===== config.mk =====
export PLATFORM = sky130hd
export DESIGN_NAME = shield_mask_writer_flat
export DESIGN_NICKNAME = d
export VERILOG_FILES = /design/src/rtl/shield_mask_writer_if.sv /design/src/rtl/shield_mask_writer.sv /design/src/flat_wrapper.sv
export SDC_FILE = /design/constraint.sdc
export NUM_CORES = 1
export LEC_CHECK = 0
export BUFFER_PORTS_ARGS = -buffer_cell sky130_fd_sc_hd__buf_2
export CAP_MARGIN = 40
export CELL_PAD_IN_SITES_DETAIL_PLACEMENT = 0
export CELL_PAD_IN_SITES_GLOBAL_PLACEMENT = 2
export CORE_UTILIZATION = 35
export CTS_CLUSTER_SIZE = 25
export DETAILED_ROUTE_END_ITERATION = 10
export PLACE_DENSITY = 0.93
export SLEW_MARGIN = 0
export SYNTH_ARGS = -nofsm -noshare
export SYNTH_HDL_FRONTEND = slang
export SYNTH_SLANG_ARGS = --single-unit

===== constraint.sdc =====
create_clock -name clk -period 3.6 [get_ports clk]
set_input_delay 0.72 -clock clk [delete_from_list [all_inputs] [get_ports clk]]
set_output_delay 0.72 -clock clk [all_outputs]
set_load 0.02 [all_outputs]

===== src/rtl/shield_mask_writer_if.sv =====
// Command and mask-RAM write bundle for shield_mask_writer.
// The slave modport is the writer's view; the master modport is the command source and RAM side.
interface shield_mask_writer_if #(
  parameter int SECT_W = 4,
  parameter int CELL_W = 7
);
  logic                     clear_req;
  logic                     cmd_valid;
  logic                     cmd_ready;
  logic [SECT_W-1:0]        cmd_sector;
  logic [CELL_W-1:0]        cmd_start;
  logic [CELL_W-1:0]        cmd_end;
  logic                     cmd_value;
  logic                     wren;
  logic [SECT_W+CELL_W-1:0] wraddr;
  logic                     wrdata;
  logic                     busy;
  logic                     done;

  modport slave (
    input  clear_req, cmd_valid, cmd_sector, cmd_start, cmd_end, cmd_value,
    output cmd_ready, wren, wraddr, wrdata, busy, done
  );

  modport master (
    output clear_req, cmd_valid, cmd_sector, cmd_start, cmd_end, cmd_value,
    input  cmd_ready, wren, wraddr, wrdata, busy, done
  );
endinterface


===== src/rtl/shield_mask_writer.sv =====
// Shield mask RAM writer: turns clear requests and sector/range-cell fill commands
// into one-write-per-clock streams on the mask RAM write port (1 = pass, 0 = blank).
module shield_mask_writer #(
  parameter int   SECT_W      = 4,
  parameter int   CELL_W      = 7,
  parameter logic CLEAR_VALUE = 1'b1
) (
  input  logic                clk,
  input  logic                reset,
  shield_mask_writer_if.slave bus
);

  localparam int ADDR_W = SECT_W + CELL_W;

  typedef enum logic [1:0] {IDLE, CLEAR, FILL, DONE} state_t;

  state_t              state_q, state_d;
  logic                clear_pend_q, clear_pend_d;
  logic [CELL_W-1:0]   end_q, end_d;
  logic                value_q, value_d;
  logic                wren_q, wren_d;
  logic [ADDR_W-1:0]   wraddr_q, wraddr_d;
  logic                wrdata_q, wrdata_d;
  logic                busy_q, busy_d;
  logic                done_q, done_d;
  logic                start_clear;
  logic [CELL_W-1:0]   cell_cur;
  logic [CELL_W-1:0]   cell_nxt;

  // In FILL the low address bits are the cell being written; the upper bits hold the latched sector.
  assign cell_cur = wraddr_q[CELL_W-1:0];
  assign cell_nxt = cell_cur + 1'b1;

  assign bus.cmd_ready = (state_q == IDLE) && !clear_pend_q && !bus.clear_req && !reset;

  always_comb begin
    state_d      = state_q;
    clear_pend_d = clear_pend_q;
    end_d        = end_q;
    value_d      = value_q;
    wren_d       = 1'b0;
    wraddr_d     = wraddr_q;
    wrdata_d     = wrdata_q;
    busy_d       = 1'b0;
    done_d       = 1'b0;
    start_clear  = 1'b0;

    if (bus.clear_req && (state_q != IDLE)) clear_pend_d = 1'b1;

    case (state_q)
      IDLE: begin
        if (bus.clear_req || clear_pend_q) begin
          start_clear = 1'b1;
        end else if (bus.cmd_valid) begin
          state_d  = FILL;
          wren_d   = 1'b1;
          wraddr_d = {bus.cmd_sector, bus.cmd_start};
          wrdata_d = bus.cmd_value;
          end_d    = bus.cmd_end;
          value_d  = bus.cmd_value;
          busy_d   = 1'b1;
        end
      end
      CLEAR: begin
        if (wraddr_q == '1) begin
          state_d = DONE;
          done_d  = 1'b1;
        end else begin
          wren_d   = 1'b1;
          wraddr_d = wraddr_q + 1'b1;
          wrdata_d = CLEAR_VALUE;
          busy_d   = 1'b1;
        end
      end
      FILL: begin
        if (cell_cur == end_q) begin
          state_d = DONE;
          done_d  = 1'b1;
        end else begin
          wren_d   = 1'b1;
          wraddr_d = {wraddr_q[ADDR_W-1:CELL_W], cell_nxt};
          wrdata_d = value_q;
          busy_d   = 1'b1;
        end
      end
      DONE: begin
        if (bus.clear_req || clear_pend_q) start_clear = 1'b1;
        else                               state_d     = IDLE;
      end
      default: state_d = IDLE;
    endcase

    // Entering CLEAR consumes every pending request: repeated pulses merge into this one pass.
    if (start_clear) begin
      state_d      = CLEAR;
      clear_pend_d = 1'b0;
      wren_d       = 1'b1;
      wraddr_d     = '0;
      wrdata_d     = CLEAR_VALUE;
      busy_d       = 1'b1;
    end
  end

  always_ff @(posedge clk or posedge reset) begin
    if (reset) begin
      state_q      <= IDLE;
      clear_pend_q <= 1'b0;
      end_q        <= '0;
      value_q      <= 1'b0;
      wren_q       <= 1'b0;
      wraddr_q     <= '0;
      wrdata_q     <= 1'b0;
      busy_q       <= 1'b0;
      done_q       <= 1'b0;
    end else begin
      state_q      <= state_d;
      clear_pend_q <= clear_pend_d;
      end_q        <= end_d;
      value_q      <= value_d;
      wren_q       <= wren_d;
      wraddr_q     <= wraddr_d;
      wrdata_q     <= wrdata_d;
      busy_q       <= busy_d;
      done_q       <= done_d;
    end
  end

  assign bus.wren   = wren_q;
  assign bus.wraddr = wraddr_q;
  assign bus.wrdata = wrdata_q;
  assign bus.busy   = busy_q;
  assign bus.done   = done_q;

endmodule


===== src/flat_wrapper.sv =====
// flat-port wrapper written by rule: the top's interface ports become plain ports
module shield_mask_writer_flat 
#(
  parameter int   SECT_W      = 4,
  parameter int   CELL_W      = 7,
  parameter logic CLEAR_VALUE = 1'b1
)
  (clk, reset, bus_clear_req, bus_cmd_valid, bus_cmd_sector, bus_cmd_start, bus_cmd_end, bus_cmd_value, bus_cmd_ready, bus_wren, bus_wraddr, bus_wrdata, bus_busy, bus_done);
  shield_mask_writer_if #(.SECT_W(SECT_W), .CELL_W(CELL_W)) bus_i ();
  input  logic clk;
  input  logic reset;
  input wire logic [$bits(bus_i.clear_req)-1:0] bus_clear_req;
  input wire logic [$bits(bus_i.cmd_valid)-1:0] bus_cmd_valid;
  input wire logic [$bits(bus_i.cmd_sector)-1:0] bus_cmd_sector;
  input wire logic [$bits(bus_i.cmd_start)-1:0] bus_cmd_start;
  input wire logic [$bits(bus_i.cmd_end)-1:0] bus_cmd_end;
  input wire logic [$bits(bus_i.cmd_value)-1:0] bus_cmd_value;
  output wire logic [$bits(bus_i.cmd_ready)-1:0] bus_cmd_ready;
  output wire logic [$bits(bus_i.wren)-1:0] bus_wren;
  output wire logic [$bits(bus_i.wraddr)-1:0] bus_wraddr;
  output wire logic [$bits(bus_i.wrdata)-1:0] bus_wrdata;
  output wire logic [$bits(bus_i.busy)-1:0] bus_busy;
  output wire logic [$bits(bus_i.done)-1:0] bus_done;
  assign bus_i.clear_req = bus_clear_req;
  assign bus_i.cmd_valid = bus_cmd_valid;
  assign bus_i.cmd_sector = bus_cmd_sector;
  assign bus_i.cmd_start = bus_cmd_start;
  assign bus_i.cmd_end = bus_cmd_end;
  assign bus_i.cmd_value = bus_cmd_value;
  assign bus_cmd_ready = bus_i.cmd_ready;
  assign bus_wren = bus_i.wren;
  assign bus_wraddr = bus_i.wraddr;
  assign bus_wrdata = bus_i.wrdata;
  assign bus_busy = bus_i.busy;
  assign bus_done = bus_i.done;
  shield_mask_writer #(.SECT_W(SECT_W), .CELL_W(CELL_W), .CLEAR_VALUE(CLEAR_VALUE)) u_core (.clk(clk), .reset(reset), .bus(bus_i));
endmodule

==> impl_metrics.csv <==
group,metric,value,unit
routing,wire_length_per_cell_after_detailed_routing,14.7,um
logic_synthesis,synth_area_leader_cell,"dfrtp_1",
power,power-per-cell-area,819,mW/mm^2
worst_setup_path,crit_arrival,1.73,ns
logic_synthesis,ys_top_cells_by_area,"dfrtp_1 (37%), mux2_2 (5.3%), ha_1 (5.1%)",
logic_synthesis,synth_top_cell_area_share,36.5,%
logic_synthesis,ys_ff_latch,25,
cts,postCtsSetupBuffers,0,
worst_setup_path,worst-r2r-cell-count,7,
finish,n_fill_cell,488,
routing,routed_wirelength,4.24,mm
finish,layout.nets,252,
routing,vias,1510,
logic_synthesis,synth_seq_area_share,36.5,%
sta,max_slew_margin_vs_limit,48.5,%
sta,worst_slew_pin_slew,0.770,ns
logic_synthesis,synthesis.yosys.warnings,0,
routing,drc,3,
logic_synthesis,synthAdderAreaFrac,5.12,%
flow_run,cap_viol_max_count,0,
routing,drtAntennaViolNets,0,
floorplanning,die_x,71.9,um
global_route,grt_antenna_before_repair,0,
min_path,worstHoldPathType,"in2async",
logic_synthesis,xor_xnor_share_of_the_synthesized_area,4.61,%
sta,timing.final.setup_violations,0,
global_route,grt_pass1_wl,7.18,mm
routing,drt_pre_antenna_iters,7,
worst_setup_path,launching_point_of_the_worst_reg2reg_path,"u_core.state_q[0]$_DFFE_PP0P_",
logic_synthesis,synth-edff-count,0,
sta,timing.final.max_slew_violations,0,
finish,post-route-cell-area,0.00201,sq mm
power,clock_power_share,10.4,%
worst_setup_path,cp-end-kind,"output pin",
global_route,grt_usage,17.8,%
logic_synthesis,muxShareOfSynthArea,5.26,%
sta,finalHoldViolCount,0,
routing,initialDrtViolationCount,87,
cts,clk_latency,0.27,ns
logic_synthesis,synth_cells,185,
finish,utilization,42.6,%
finish,area.sequential,626,sq um
status,status,"complete, but fails checks",
placement,gpl.final_weighted_congestion,0.794,
floorplanning,placementRows,25,
finish,multi_input_area,0.00101,sq mm
sta,fin_crit_sh,68.0,%
logic_synthesis,async_reset_ff_share,100,%
power,power.net_switching,0.796,mW
worst_setup_path,timing.critical_path.from,"u_core.state_q[0]$_DFFE_PP0P_",
global_route,globalRouteOverflowTotal,0,
worst_setup_path,reg2reg_setup_slack,1.20,ns
global_route,first_global_vias,1482,
finish,drive_gt1_share,28.1,%
floorplanning,core_area,0.00472,sq mm
sta,max_clock_freq,409,MHz
logic_synthesis,dominantRegCellSynth,"dfrtp_1",
power,power.sequential.fraction,32.2,%
cts,clock-sinks,25,
cts,cts_buffers,3,
power,cell_internal_pwr,0.852,mW
worst_setup_path,critical_path.reg2reg.endpoint,"u_core.bus.wraddr[2]$_DFFE_PP0P_",
cts,tritoncts,"done",
power,sw_frac_of_total,48.3,%
routing,vias_per_cell,5.24,
cts,h-tree-depth,1,
floorplanning,die-height,71.9,um
logic_synthesis,synth_cell_type_count,50,
sta,rsz0062_at_grt,"false",
floorplanning,start_util,36.2,%
status,failed_checks,"DRC",
worst_setup_path,worstSetupStartpointType,"register",
power,max-vdd-ir-drop,0.000326,V
worst_setup_path,crit_required,2.88,ns
cts,worst_setup_hold_path_clk_slew,0.09,ns
cts,clk_buf_depth,2,
worst_setup_path,crit_path_max_fanout,7,
global_route,grt_start_max_net_pins,15,
power,totalPowerFinal,1.65,mW
worst_setup_path,critical_path_class,"reg2out",
sta,setup_tns,0,ns
finish,area.growth.synth_to_final,17.6,%
logic_synthesis,main_combinational_cell_family_by_area_after_synthesis,"compound AO/OA/AOI/OAI gates",
sta,min_period,2.45,ns
placement,placement.setup.worst_slack,1.23,ns
logic_synthesis,synth-simple-area-share,21.9,%
sta,fin_worst_skew,0.00575,ns
finish,antenna-diode-count,0,
logic_synthesis,nets_in_the_synthesized_netlist,215,
placement,dpl.hpwl,3.29,mm
cts,cts-root-buf,"clkbuf_8",
cts,post_cts_resized,0,
sta,postLayoutSetupSlackWorst,1.15,ns
finish,most_common_library_cell_in_the_layout_ignoring_fill_and_taps,"buf_2",
floorplanning,floorplan.die_area,0.00517,sq mm
placement,placement.cell_area,0.00197,sq mm
logic_synthesis,synth_compound_gate_area_share,22.4,%
power,cellLeakagePower,0.876,nW
finish,most-common-layout-cells,"buf_2 (38), dfrtp_1 (25), nor2_1 (16)",
logic_synthesis,netlist_area,0.00171,sq mm
floorplanning,top_level_ports,39,
logic_synthesis,postSynthAreaPerCell,9.25,sq um
placement,port-buffer-count,38,
cts,holdBufCountCts,0,
power,combPwrFrac,57.4,%
==> stage by stage <==
stage / hold WS (ns) / instances
finish: 0.474 / 288
global route: 0.507 / 288
CTS: 0.486 / 288
detailed placement: 0.505 / 284
global placement: 0.498 / 283
floorplan: 0.481 / 185
==> power groups by stage <==
stage | Sequential (mW) | Clock (mW) | Combinational [mW]
final | 0.531 | 0.172 | 0.945
after global routing | 0.552 | 0.194 | 1.06
after CTS | 0.533 | 0.178 | 0.948
after floorplan | 0.562 | 0 | 0.687
after global placement | 0.534 | 0 | 0.938
after detailed placement | 0.539 | 0 | 0.944
==> logic make-up after synthesis <==
family,count (synthesis)
AOI/OAI and AO/OA,52
xor gates and xnor gates,9
adders and majority gates,7
buffers and inverters,17
DFF,25
muxes,8
and+or+nand+nor,67
==> worst max path at each step <==
stage	to	slack, ns
floorplan	bus_cmd_ready	1.37
global placement	u_core.bus.wraddr[8]$_DFFE_PP0P_	1.34
detailed placement	u_core.bus.wraddr[8]$_DFFE_PP0P_	1.23
CTS	bus_cmd_ready	1.14
global route	u_core.bus.wraddr[8]$_DFFE_PP0P_	1.05
finish	bus_cmd_ready	1.15
==> cell type report <==
type	instances	area share, %
sequential	25	31.1
timing repair buffer	39	10.2
inverter	10	1.86
tap	67	4.16
clock inverter	1	0.249
multi-input combinational	143	50.4
clock buffer	3	2.05
==> flip-flops by register name (all words and copies together), names as in the netlist <==
signal	flops
u_core.bus.done	1
u_core.bus.wraddr	11
u_core.bus.wrdata	1
u_core.bus.wren	1
u_core.clear_pend_q	1
u_core.end_q	7
u_core.state_q	2
u_core.value_q	1
==> critical path, stage by stage, from the launching register on <==
cell	delay, ns
dfrtp_1	0.45
inv_1	0.16
ha_1	0.31
inv_1	0.15
nor3_1	0.20
buf_2	0.19
==> metal layers <==
layer | global-route usage [%] | wire length [um]
met1 | 25.3 | 2070
met2 | 27.3 | 1910
met3 | 2.92 | 208
met4 | 6.97 | 55
met5 | 0 | 0
==> Yosys cell counts (2+ instances only) <==
cell type  instances
dfrtp_1           25
nor2_1            16
a21oi_1           11
nand2_1           11
nor3_1            11
inv_1             10
xnor2_1            9
mux2_2             8
nand3_1            8
o21ai_1            8
ha_1               7
o21ai_0            5
a22o_1             3
a22oi_1            3
buf_2              3
clkbuf_1           3
nor4_1             3
a211oi_1           2
a221o_1            2
a2bb2oi_1          2
and3_1             2
nand4_1            2
nand4_2            2
o21a_1             2
o32ai_1            2
No activity file was read; power rests on OpenSTA's default activity.
